**src/rtl/vector_sequencer.sv**
```systemverilog
// Stimulus/response vector engine: replays stored vector pairs into a DUT
// and scores the DUT response against the expected values after LAT cycles.
module vector_sequencer #(
    parameter int SW    = 2,
    parameter int RW    = 1,
    parameter int DEPTH = 4,
    parameter int LAT   = 0,
    parameter int CW    = 16,
    localparam int AW   = $clog2(DEPTH)
) (
    input  logic          clk,
    input  logic          rst_n,
    input  logic          load_en,
    input  logic [AW-1:0] load_addr,
    input  logic [SW-1:0] load_stim,
    input  logic [RW-1:0] load_exp,
    input  logic          start,
    input  logic          loop_mode,
    input  logic          stop,
    output logic [SW-1:0] stim,
    output logic          stim_valid,
    input  logic [RW-1:0] resp,
    output logic          mismatch,
    output logic [AW-1:0] vec_index,
    output logic [CW-1:0] err_count,
    output logic [CW-1:0] pass_count,
    output logic          busy,
    output logic          done,
    output logic          pass
);

    typedef enum logic [1:0] {IDLE, RUN, DRAIN, DONE} state_t;

    logic [SW-1:0] mem_stim [DEPTH];
    logic [RW-1:0] mem_exp  [DEPTH];

    state_t        state_q;
    logic [SW-1:0] stim_q;
    logic [RW-1:0] exp_q;
    logic          stim_valid_q;
    logic [AW-1:0] idx_q;
    logic          loop_q;
    logic          mm_q;
    logic [CW-1:0] err_q;
    logic [CW-1:0] pcnt_q;
    logic          done_q;

    logic          busy_w;
    logic          last;
    logic [AW-1:0] idx_nxt;
    logic [SW-1:0] first_stim;
    logic [RW-1:0] first_exp;
    logic          cmp_v;
    logic [RW-1:0] cmp_e;
    logic          pipe_busy;
    logic          mm_d;

    assign busy_w  = (state_q == RUN) || (state_q == DRAIN);
    assign last    = (idx_q == AW'(DEPTH - 1));
    assign idx_nxt = last ? '0 : idx_q + 1'b1;

    // A write landing with start must already be visible to vector 0.
    assign first_stim = (load_en && load_addr == '0) ? load_stim : mem_stim[0];
    assign first_exp  = (load_en && load_addr == '0) ? load_exp  : mem_exp[0];

    always_ff @(posedge clk) begin
        if (load_en && !busy_w) begin
            mem_stim[load_addr] <= load_stim;
            mem_exp[load_addr]  <= load_exp;
        end
    end

    generate
        if (LAT == 0) begin : g_comb
            assign cmp_v     = stim_valid_q;
            assign cmp_e     = exp_q;
            assign pipe_busy = 1'b0;
        end else begin : g_pipe
            logic [LAT-1:0] pv_q;
            logic [RW-1:0]  pe_q [LAT];

            always_ff @(posedge clk or negedge rst_n) begin
                if (!rst_n) begin
                    pv_q <= '0;
                end else begin
                    pv_q[0] <= stim_valid_q;
                    for (int i = 1; i < LAT; i++) begin
                        pv_q[i] <= pv_q[i-1];
                    end
                end
            end

            always_ff @(posedge clk) begin
                pe_q[0] <= exp_q;
                for (int i = 1; i < LAT; i++) begin
                    pe_q[i] <= pe_q[i-1];
                end
            end

            // Pipe counts as empty once only the stage under compare remains.
            always_comb begin
                pipe_busy = 1'b0;
                for (int i = 0; i < LAT - 1; i++) begin
                    pipe_busy = pipe_busy | pv_q[i];
                end
            end

            assign cmp_v = pv_q[LAT-1];
            assign cmp_e = pe_q[LAT-1];
        end
    endgenerate

    assign mm_d = cmp_v && (resp != cmp_e);

    always_ff @(posedge clk or negedge rst_n) begin
        if (!rst_n) begin
            state_q      <= IDLE;
            stim_q       <= '0;
            exp_q        <= '0;
            stim_valid_q <= 1'b0;
            idx_q        <= '0;
            loop_q       <= 1'b0;
            mm_q         <= 1'b0;
            err_q        <= '0;
            pcnt_q       <= '0;
            done_q       <= 1'b0;
        end else begin
            mm_q <= mm_d;
            if (mm_d && err_q != '1) begin
                err_q <= err_q + 1'b1;
            end
            unique case (state_q)
                IDLE, DONE: begin
                    if (start) begin
                        state_q      <= RUN;
                        stim_valid_q <= 1'b1;
                        idx_q        <= '0;
                        stim_q       <= first_stim;
                        exp_q        <= first_exp;
                        loop_q       <= loop_mode;
                        err_q        <= '0;
                        pcnt_q       <= '0;
                        done_q       <= 1'b0;
                    end
                end
                RUN: begin
                    if (last && pcnt_q != '1) begin
                        pcnt_q <= pcnt_q + 1'b1;
                    end
                    idx_q <= idx_nxt;
                    if ((last && !loop_q) || stop) begin
                        stim_valid_q <= 1'b0;
                        state_q      <= (LAT == 0) ? DONE : DRAIN;
                        done_q       <= (LAT == 0);
                    end else begin
                        stim_q <= mem_stim[idx_nxt];
                        exp_q  <= mem_exp[idx_nxt];
                    end
                end
                DRAIN: begin
                    if (!pipe_busy) begin
                        state_q <= DONE;
                        done_q  <= 1'b1;
                    end
                end
                default: state_q <= IDLE;
            endcase
        end
    end

    assign stim       = stim_q;
    assign stim_valid = stim_valid_q;
    assign mismatch   = mm_q;
    assign vec_index  = idx_q;
    assign err_count  = err_q;
    assign pass_count = pcnt_q;
    assign busy       = busy_w;
    assign done       = done_q;
    assign pass       = done_q && (err_q == '0) && (pcnt_q != '0);

endmodule

```
**config.mk**
```make
export PLATFORM = sky130hd
export DESIGN_NAME = vector_sequencer
export DESIGN_NICKNAME = d
export VERILOG_FILES = /design/src/rtl/vector_sequencer.sv
export SDC_FILE = /design/constraint.sdc
export NUM_CORES = 1
export LEC_CHECK = 0
export ABC_AREA = 1
export CORE_ASPECT_RATIO = 1.1
export CORE_MARGIN = 2
export CORE_UTILIZATION = 48
export DETAILED_ROUTE_END_ITERATION = 10
export PLACE_DENSITY = 0.76
export RECOVER_POWER = 100
export SETUP_SLACK_MARGIN = 0.05
export SLEW_MARGIN = 20
export SYNTH_ARGS = -nofsm -noshare
export SYNTH_HDL_FRONTEND = slang
export SYNTH_SLANG_ARGS = --single-unit
```
**constraint.sdc**
```tcl
create_clock -name clk -period 1.7 [get_ports clk]
set_input_delay 0.34 -clock clk [delete_from_list [all_inputs] [get_ports clk]]
set_output_delay 0.34 -clock clk [all_outputs]
set_load 0.02 [all_outputs]
```
==> run summary, run 1 <==
Core Util, Final -> 72.5%
status -> complete, but fails checks
Reg area -> 0.00142 mm2
startpoint types -> register
PwrDens -> 1200 mW/mm2
setup ws final -> -0.158 ns
# H-tree levels -> 2
crit path max fanout -> 2
Slew Viols, Final -> 0
Final Non-Filler Cells -> 655
Mapped Avg Cell Area -> 7.06 um2
most frequent cells in the layout -> 129 x nand2_1, 76 x nor2_1, 39 x dfrtp_1
failing checks -> negative setup slack
GRT Total Usage -> 25.9%
Cell Count Post-Placement -> 633
clock latency on the worst-skew pair -> 0.31 ns
fraction of layout cells with a size suffix above 1 -> 23.7%
yosys warns -> 0
die area -> 0.00721 mm2
I/O Buffers -> 52
Post-Synthesis Cells -> 445
Worst Setup End Kind -> output port
worst hold-check path type -> reg -> reg
Worst path max stage delay -> 0.39 ns
WP data required -> 1.36 ns
Final Hold Fails -> 0
vias in the first global route -> 3206
Multi-input gate area -> 0.00179 mm2
most common cell after layout, fill and taps aside -> nand2_1
first-pass GRT wire length -> 14400 um
worst r2r src -> pass_count[5]$_DFFE_PN0P_
via count -> 3450
MaxCap Viol Count -> 0
Crit Path Category -> reg -> out
final setup violation count -> 22
Min-Delay Startpoint -> loop_q$_DFFE_PN0P_
Die Ht -> 88.9 um
GP Congestion -> 0.868
Total Wirelength -> 9130 um
Starting Density -> 50.1%
crit path time final -> 1.86 ns
fill count -> 512
1st-pass router iterations -> 5
Synth Register Bits -> 54
Post-Syn Nets -> 463
die width -> 81.1 um
CTS max path bufs -> 2
clk_skew -> 0.0125 ns
DR iter-0 viols -> 173
largest net degree at the start of global routing -> 19
fmax -> 0.538 GHz
Top Ports -> 53
root buffer cell -> clkbuf_8
actual slew at the worst max-slew pin -> 0.929 ns
hpwl dp -> 6410 um
Layout Nets -> 592
CP max-delay cell -> dfrtp_1
Final ANT Viol Nets -> 0
DRC -> 0
core area -> 0.00627 mm2
wire per inst -> 13.9 um
RSZ-0062 raised after global routing -> true
R2R Setup Slk -> -0.11 ns
Clk pin slew, worst setup/hold paths -> 0.09 ns
static leakage -> 0.00219 uW
Netlist cell types -> 30
CTS tree -> done
Inserted Diodes -> 0
start point of the critical path -> err_count[0]$_DFF_PN0_
FP Rows -> 30
Vias per Instance -> 5.27
initial antenna violation count -> 0
layout overhead on the synthesized area -> 44.7%
worst path arrival time -> 1.52 ns
worst IR drop on VDD -> 0.00118 V
Tcrit/Tclk final -> 109%
clock sinks -> 54
Post-Syn Area -> 0.00314 mm2
register area share after synthesis -> 44.9%
Max-slew headroom -> 38.0%
grt ovf -> 0
CTS buffer count -> 5
CP Cell Sequence -> inv_2, ha_1, nand2_1, nor3_2, nand4_1, nor2_2, buf_6
## state kept, by name, indices dropped and copies added (netlist names)
register / flops
mismatch: 1
state_q: 2
vec_index: 2
pass_count: 16
stim_valid: 1
mem_exp: 4
loop_q: 1
cmp_e: 1
err_count: 16
mem_stim: 8
stim: 2
## routing by layer
layer,share of wire (%),vias to the layer above,global-route usage (%)
met5,0,-,0
met4,1.7,0,8.94
met3,4.8,21,4.08
met2,51,120,45.4
met1,42,1631,32.5
li1,-,1678,-
## cell families (layout without fill, tap and decap cells)
group | after synthesis | count (layout) | synth area share, %
AO/OA/AOI/OAI | 43 | 43 | 7.53
XOR/XNOR | 3 | 3 | 0.836
flip-flops | 54 | 54 | 44.9
AND/OR/NAND/NOR | 288 | 289 | 37.9
buffers and inverters | 51 | 180 | 6.41
adder cells (fa/ha/maj) | 6 | 6 | 2.39
## layout make-up
type,count,area share (%)
Timing Repair Buffer,128,21.3
Multi-Input combinational cell,341,39.5
Clock buffer,5,1.51
Tap cell,80,2.20
Clock inverter,3,0.551
Inverter,44,3.80
Sequential cell,54,31.1
## synth_stat cells
master / count / share of area (%)
nand2_1: 147 / 18
nor2_1: 88 / 11
inv_1: 43 / 5.1
dfrtp_1: 42 / 33
o21ai_0: 27 / 4.3
nand3_1: 23 / 3.7
edfxtp_1: 12 / 11
a21oi_1: 11 / 1.8
nor3_1: 9 / 1.4
nand4_1: 8 / 1.6
ha_1: 6 / 2.4
clkbuf_1: 4 / 0.48
nor4_1: 4 / 0.80
buf_2: 2 / 0.32
nand2_2: 2 / 0.40
nand2_4: 2 / 0.72
xor2_1: 2 / 0.56
a21oi_2: 1 / 0.28
buf_6: 1 / 0.36
inv_2: 1 / 0.12
nand3b_1: 1 / 0.24
nor2_2: 1 / 0.20
nor2_4: 1 / 0.36
nor3b_1: 1 / 0.24
o21a_1: 1 / 0.24
o21ai_4: 1 / 0.52
o21bai_1: 1 / 0.24
o22ai_1: 1 / 0.20
or2_2: 1 / 0.20
xnor2_1: 1 / 0.28
## critical path: cells and delay by family, from the launching register on
| family | cells | cell delay (ns) |
|---|---|---|
| simple gates | 4 | 0.48 |
| flops | 1 | 0.39 |
| buf+inv | 2 | 0.20 |
| fa+ha+maj | 1 | 0.13 |
## report_power, final
group / internal [uW] / switching (uW)
clock: 298 / 445
sequential: 1500 / 115
combinational: 1260 / 1820
total: 3060 / 2380
## what timing repair did
action                                  in CTS  in global routing
buffers inserted                             4                 10
gates resized for setup                     80                 57
endpoints found under the hold margin       15                  0
pin swaps                                   20                  8
hold buffers                                 1                  0
endpoints found under the setup margin      74                 47
gates cloned                                 2                  0
## stage by stage
stage / power [uW] / area [um2] / setup slack (ns) / setup TNS (ns) / hold slack [ns]
floorplan: 3060 / 3170 / 0.0673 / 0 / 0.0444
CTS: 5150 / 4480 / -0.174 / -0.175 / 0.486
detailed placement: 4140 / 4240 / -0.340 / -3.03 / 0.283
finish: 5440 / 4550 / -0.158 / -1.88 / 0.516
global route: 5750 / 4550 / -0.228 / -4.70 / 0.519
global placement: 4080 / 4240 / -0.274 / -1.85 / 0.276
## final timing paths
kind                                        endpoint  depth (start not counted)
setup / recovery                                pass                          7
hold / removal                    loop_q$_DFFE_PN0P_                          2
setup reg to reg           pass_count[6]$_DFFE_PN0P_                          9
hold reg to reg                   loop_q$_DFFE_PN0P_                          2
max in group asynchronous     err_count[0]$_DFF_PN0_                          3
min in group asynchronous  pass_count[5]$_DFFE_PN0P_                          2
(Power assumes the default switching activity.)
==> inputs of run 2 (changes only) <==
--- a/config.mk
+++ b/config.mk
@@ -10,7 +10,8 @@
 export CORE_MARGIN = 2
 export CORE_UTILIZATION = 48
 export DETAILED_ROUTE_END_ITERATION = 10
-export PLACE_DENSITY = 0.76
+export HOLD_SLACK_MARGIN = 0.1
+export PLACE_DENSITY = 0.8
 export RECOVER_POWER = 100
 export SETUP_SLACK_MARGIN = 0.05
 export SLEW_MARGIN = 20
==> run 2 against run 1 <==
The run still ends with negative setup slack left. Critical path depth decreased by 2. Clock skew decreased by 0.00065 ns. Non-clock buffer count decreased by 6. Combinational power increased by 8.1%. Sequential cell count unchanged. Sequential power about the same. Clock power increased by 1%. Critical endpoint unchanged. Worst setup slack got worse by 0.063 ns.
==> run summary, run 2 (synthesized netlist as in run 1, its figures left out) <==
status -> complete, but fails checks
failing checks -> negative setup slack
clk_skew -> 0.0119 ns (-0.000647 ns)
DRC -> 0 (unchanged)
worst slack, placed -> -0.365 ns (-0.0247 ns)
Crit Path Category -> reg -> out
startpoint types -> register
I/O Buffers -> 52 (unchanged)
Vias per Instance -> 5.36 (+1.7%)
Worst Hold End -> loop_q$_DFFE_PN0P_
setup ws final -> -0.221 ns (-0.0629 ns)
fmax -> 0.521 GHz (-3.3%)
Min-Delay Startpoint -> loop_q$_DFFE_PN0P_
DR iter-0 viols -> 281 (+62%)
Max-slew headroom -> 21.4% (-17 points)
clock sinks -> 54 (unchanged)
grt ovf -> 0 (unchanged)
Die Ht -> 88.9 um (unchanged)
Tcrit/Tclk final -> 113% (+3.7 points)
PwrDens -> 1220 mW/mm2 (+2.3%)
die width -> 81.1 um (unchanged)
hold_ws -> 0.504 ns (-0.0119 ns)
CTS buffer count -> 5 (unchanged)
vias in the first global route -> 3212 (+0.19%)
Starting Density -> 50.1% (unchanged)
layout overhead on the synthesized area -> 48.5%
Total Wirelength -> 9590 um (+5.0%)
actual slew at the worst max-slew pin -> 1.18 ns (+0.250 ns)
hold path depth -> 2 (unchanged)
FF-to-FF path depth -> 10 (+1)
initial antenna violation count -> 0 (unchanged)
hpwl dp -> 6270 um (-2.1%)
static leakage -> 0.00228 uW (+3.8%)
CTS max path bufs -> 2 (unchanged)
largest net degree at the start of global routing -> 20 (+1)
WP data required -> 1.36 ns (about the same)
Final Hold Fails -> 0 (unchanged)
via count -> 3483 (+0.96%)
Slew Viols, Final -> 0 (unchanged)
Area after DPL -> 0.00421 mm2 (-0.71%)
design area -> 0.00467 mm2 (+2.7%)
CTS tree -> done
most frequent cells in the layout -> 125 x nand2_1, 78 x nor2_1, 51 x buf_4
GRT Total Usage -> 25.9% (about the same)
FP Rows -> 30 (unchanged)
crit path max fanout -> 2 (unchanged)
CP max-delay cell -> dfrtp_1
Top cell by count, worst path -> nor2_1
first-pass GRT wire length -> 14400 um (+0.29%)
die area -> 0.00721 mm2 (unchanged)
Top delay family on crit path -> simple AND/OR/NAND/NOR gates
Final ANT Viol Nets -> 0 (unchanged)
RSZ-0062 raised after global routing -> true
clock latency on the worst-skew pair -> 0.32 ns (about the same)
GP Congestion -> 0.903 (+4.0%)
# H-tree levels -> 2 (unchanged)
wire per inst -> 14.8 um (+5.8%)
fraction of layout cells with a size suffix above 1 -> 26.5% (+2.8 points)
worst hold-check path type -> reg -> reg
1st-pass router iterations -> 5 (unchanged)
most common cell after layout, fill and taps aside -> nand2_1
number of stages on the worst setup path -> 5 (-2)
final setup violation count -> 17 (-23%)
R2R Setup Slk -> -0.10 ns (about the same)
MaxCap Viol Count -> 0 (unchanged)
Worst Setup End Kind -> output port
Worst path max stage delay -> 0.42 ns (+0.03 ns)
Bufs and invs on worst path -> 1 (-1)
Inserted Diodes -> 0 (unchanged)
worst r2r src -> state_q[1]$_DFFE_PN0P_
Clk pin slew, worst setup/hold paths -> 0.10 ns (about the same)
Final Non-Filler Cells -> 650 (-0.76%)
Layout Nets -> 587 (-0.84%)
core area -> 0.00627 mm2 (unchanged)
reg-to-reg endpoint -> pass_count[1]$_DFFE_PN0P_
start point of the critical path -> pass_count[4]$_DFFE_PN0P_
Top Ports -> 53 (unchanged)
Cell Count Post-Placement -> 629 (-0.63%)
fill count -> 456 (-11%)
crit path time final -> 1.92 ns (+0.0629 ns)
worst path arrival time -> 1.58 ns (+0.06 ns)
root buffer cell -> clkbuf_8
CP Cell Sequence -> nor2_1, nand4_1, nor3b_2, nor2_1, buf_4
worst IR drop on VDD -> 0.000819 V (-31%)
==> run 2: cell count changes in the layout (fill, tap and decap cells not counted), sizes merged <==
cell / before / now
clkinvlp: 1 / 0
clkbuf: 44 / 15
a21oi: 12 / 13
dlygate4sd2: 35 / 34
clkdlybuf4s15: 0 / 1
buf: 42 / 66
==> run 2: routing by layer <==
layer | wire length [um] | up-vias | track usage (%)
met5 | 0 | - | 0
met4 | 212 | 0 | 11.7
met3 | 506 | 24 | 4.18
met2 | 4910 | 151 | 44.2
met1 | 3960 | 1628 | 32.3
li1 | - | 1680 | -
==> run 2: worst max-delay path by stage <==
stage / endpoint
2_1_floorplan: pass_count[14]$_DFFE_PN0P_
3_3_place_gp: pass
3_5_place_dp: pass
4_1_cts: pass
5_1_grt: pass
6_report: pass
==> run 2: worst reg2reg max path: stages (launching register included) <==
cell      delay, ns
dfrtp_2        0.39
inv_2          0.05
buf_6          0.11
ha_4           0.29
inv_4          0.04
buf_6          0.11
a21oi_4        0.23
clkinv_4       0.17
buf_12         0.18
nand3b_1       0.08
nand2_1        0.06
==> run 2: power by group <==
group          leakage [uW]  switching [uW]  internal, uW
registers          0.000668             127          1500
logic               0.00156            2000          1340
clock network     0.0000458             453           300
==> run 2: final cells by class <==
class                      count  area [um2]  share of cell area (%)
timing repair buffer         122        1020                    21.9
clock inverter                 2        17.5                   0.375
sequential                    54        1420                    30.3
inverter                      44         175                    3.75
multi-input combinational    342        1860                    39.9
tap                           80         100                    2.14
clock buffer                   6        72.6                    1.55
==> run 2: through the flow <==
step,TNS (ns),util [%],power [uW]
2_1_floorplan,0,-,3060
3_3_place_gp,-1.61,67.1,4050
3_5_place_dp,-2.41,67.1,4120
4_1_cts,-0.181,70.5,5100
5_1_grt,-3.70,74.5,6010
6_report,-1.22,74.5,5720
==> run 2: timing repair <==
action / in CTS / in global routing
endpoints found under the hold margin: 17 / 0
cloned: 3 / 1
hold buffers: 1 / 0
pin swaps: 14 / 36
endpoints found under the setup margin: 74 / 48
buffers inserted: 2 / 9
gates resized for setup: 81 / 76
==> inputs of run 3 (changes only) <==
--- a/config.mk
+++ b/config.mk
@@ -6,12 +6,15 @@
 export NUM_CORES = 1
 export LEC_CHECK = 0
 export ABC_AREA = 1
+export CELL_PAD_IN_SITES_DETAIL_PLACEMENT = 0
+export CELL_PAD_IN_SITES_GLOBAL_PLACEMENT = 1
 export CORE_ASPECT_RATIO = 1.1
 export CORE_MARGIN = 2
-export CORE_UTILIZATION = 48
+export CORE_UTILIZATION = 34
 export DETAILED_ROUTE_END_ITERATION = 10
+export GPL_ROUTABILITY_DRIVEN = 1
 export HOLD_SLACK_MARGIN = 0.1
-export PLACE_DENSITY = 0.8
+export PLACE_DENSITY = 0.79
 export RECOVER_POWER = 100
 export SETUP_SLACK_MARGIN = 0.05
 export SLEW_MARGIN = 20
==> run 3 against run 2 <==
The flow still finishes with violations (negative setup slack). Hold slack got worse by 0.013 ns. Cell count rose by 6.2%. Worst setup slack improved by 0.0011 ns. Clock power rose by 33%. Register-to-register slack got worse by 0.09 ns. Critical path type unchanged. Critical endpoint unchanged. Largest cell class unchanged.
==> run summary, run 3 (synthesized netlist as in run 1, its figures left out) <==
CTS max path bufs -> 2 (unchanged)
clock sinks -> 54 (unchanged)
via count -> 3295 (-5.4%)
most common cell after layout, fill and taps aside -> nand2_1
crit path max fanout -> 2 (unchanged)
failing checks -> negative setup slack
Seq pwr share -> 28.9% (+0.4 points)
wire per inst -> 12.8 um (-13%)
WP data required -> 1.36 ns (about the same)
Crit Path Category -> reg -> out
Inserted Diodes -> 0 (unchanged)
vias in the first global route -> 3156 (-1.7%)
CP max-delay cell -> dfrtp_1
Die Ht -> 105 um (+18%)
Final Hold Fails -> 0 (unchanged)
clk_skew -> 0.00537 ns (-0.00650 ns)
crit path time final -> 1.92 ns (-0.00110 ns)
core area -> 0.00892 mm2 (+42%)
Layout Nets -> 593 (+1.0%)
most frequent cells in the layout -> 136 x nand2_1, 76 x nor2_1, 53 x buf_4
DRC -> 0 (unchanged)
1st-pass router iterations -> 4 (-1)
Starting Density -> 35.2% (-15 points)
GP Congestion -> 0.858 (-4.9%)
Multi-input gate area -> 0.00171 mm2 (-8.1%)
RSZ-0062 raised after global routing -> true
Worst Setup End Kind -> output port
hold_ws -> 0.492 ns (-0.0126 ns)
initial antenna violation count -> 0 (unchanged)
fraction of layout cells with a size suffix above 1 -> 22.9% (-3.6 points)
fmax -> 0.521 GHz (about the same)
Top Ports -> 53 (unchanged)
Total Wirelength -> 8860 um (-7.6%)
final setup TNS -> -3.18 ns (-1.96 ns)
Tcrit/Tclk final -> 113% (about the same)
CTS buffer count -> 5 (unchanged)
actual slew at the worst max-slew pin -> 0.516 ns (-0.663 ns)
PwrDens -> 1220 mW/mm2 (-0.49%)
worst path arrival time -> 1.58 ns (about the same)
clock latency on the worst-skew pair -> 0.30 ns (-0.02 ns)
Power Internal -> 3360 uW (+6.9%)
root buffer cell -> clkbuf_8
Max-slew headroom -> 65.6% (+44 points)
I/O Buffers -> 52 (unchanged)
hpwl dp -> 6590 um (+5.1%)
grt ovf -> 0 (unchanged)
status -> complete, but fails checks
Worst path max stage delay -> 0.42 ns (about the same)
CP Cell Sequence -> inv_2, ha_1, nand2_1, nor3_2, nand4_1, nor2_1, buf_4
Sw Ratio -> 40.2% (-4.8 points)
# H-tree levels -> 2 (unchanged)
FP Rows -> 36 (+20%)
fill count -> 924 (+100%)
CTS tree -> done
Final ANT Viol Nets -> 0 (unchanged)
static leakage -> 0.00225 uW (-1.0%)
Comb power frac -> 53.4% (-4.9 points)
MaxCap Viol Count -> 0 (unchanged)
Psw -> 2260 uW (-12%)
Clk pin slew, worst setup/hold paths -> 0.10 ns (about the same)
power share of the clock group -> 17.8% (+4.6 points)
worst IR drop on VDD -> 0.000520 V (-37%)
largest net degree at the start of global routing -> 35 (+75%)
startpoint types -> register
Vias per Instance -> 4.78 (-11%)
GRT Total Usage -> 18.1% (-7.7 points)
Reg area -> 0.00142 mm2 (unchanged)
worst hold-check path type -> reg -> reg
die area -> 0.0100 mm2 (+39%)
final setup violation count -> 27 (+10)
PnR Total Power -> 5620 uW (-1.7%)
layout overhead on the synthesized area -> 46.8%
DR iter-0 viols -> 113 (-60%)
die width -> 95.7 um (+18%)
setup ws final -> -0.220 ns (+0.00110 ns)
first-pass GRT wire length -> 14500 um (+0.96%)
Slew Viols, Final -> 0 (unchanged)
-- run 3: cell count changes in the layout (fill, tap and decap cells not counted), sizes merged --
cell,change
a21oi,-1
buf,-1
bufinv,+2
clkbuf,+7
clkdlybuf4s15,-1
clkdlybuf4s50,-1
dlygate4sd2,+1
dlygate4sd3,+1
inv,-1
-- run 3: path summary, 6_finish.rpt --
kind / slack [ns] / depth (start not counted) / start / end
hold reg to reg: 0.49 / 2 / state_q[0]$_DFFE_PN0P_ / state_q[0]$_DFFE_PN0P_
min in group asynchronous: 0.51 / 2 / rst_n / pass_count[15]$_DFFE_PN0P_
max in group asynchronous: 0.25 / 3 / rst_n / state_q[1]$_DFFE_PN0P_
setup reg to reg: -0.19 / 11 / state_q[1]$_DFFE_PN0P_ / stim_valid$_DFFE_PN0P_
hold / removal: 0.49 / 2 / state_q[0]$_DFFE_PN0P_ / state_q[0]$_DFFE_PN0P_
setup / recovery: -0.22 / 7 / err_count[0]$_DFF_PN0_ / pass
-- run 3: cell type report --
type,count,share of cell area [%]
timing repair buffer,129,22.4
clock buffer,5,1.49
clock inverter,3,1.38
multi-input combinational,341,37.1
tap,114,3.09
sequential,54,30.7
inverter,44,3.85
-- run 3: timing repair --
| action | CTS | global route |
|---|---|---|
| buffers inserted | 4 | 11 |
| endpoints found under the hold margin | 8 | 0 |
| gates cloned | 1 | 1 |
| hold buffers | 1 | 0 |
| endpoints found under the setup margin | 74 | 47 |
| pin swaps | 8 | 11 |
| resized for setup | 72 | 53 |
-- run 3: power groups by stage --
| stage | registers [uW] | logic [uW] | clock network [uW] |
|---|---|---|---|
| 2_1_floorplan | 1810 | 1250 | 0 |
| 6_report | 1620 | 3000 | 999 |
| 3_5_place_dp | 1630 | 2510 | 0 |
| 4_1_cts | 1610 | 2680 | 1030 |
| 5_1_grt | 1640 | 3330 | 1080 |
| 3_3_place_gp | 1630 | 2490 | 0 |
-- run 3: stage by stage --
| step | instance area [um2] | std cells | util, % | setup WS (ns) |
|---|---|---|---|---|
| 2_1_floorplan | 3170 | 445 | - | 0.0673 |
| 3_3_place_gp | 4290 | 668 | 48.1 | -0.377 |
| 3_5_place_dp | 4290 | 668 | 48.1 | -0.436 |
| 4_1_cts | 4490 | 681 | 50.4 | -0.228 |
| 5_1_grt | 4610 | 690 | 51.7 | -0.326 |
| 6_report | 4610 | 690 | 51.7 | -0.220 |
-- run 3: worst max-delay path, delay by kind of cell (launching register included) --
kind                       cells  cell delay (ns)
and+or+nand+nor                4             0.49
DFF                            1             0.42
adders and majority gates      1             0.14
buffers and inverters          2             0.23
-- run 3: layer usage --
layer / routed length (um) / vias to the layer above / global-route usage [%]
met4: 167 / 0 / 5.10
li1: - / 1679 / -
met3: 271 / 13 / 2.45
met5: 0 / - / 0
met2: 4480 / 60 / 31.5
met1: 3940 / 1543 / 23.2
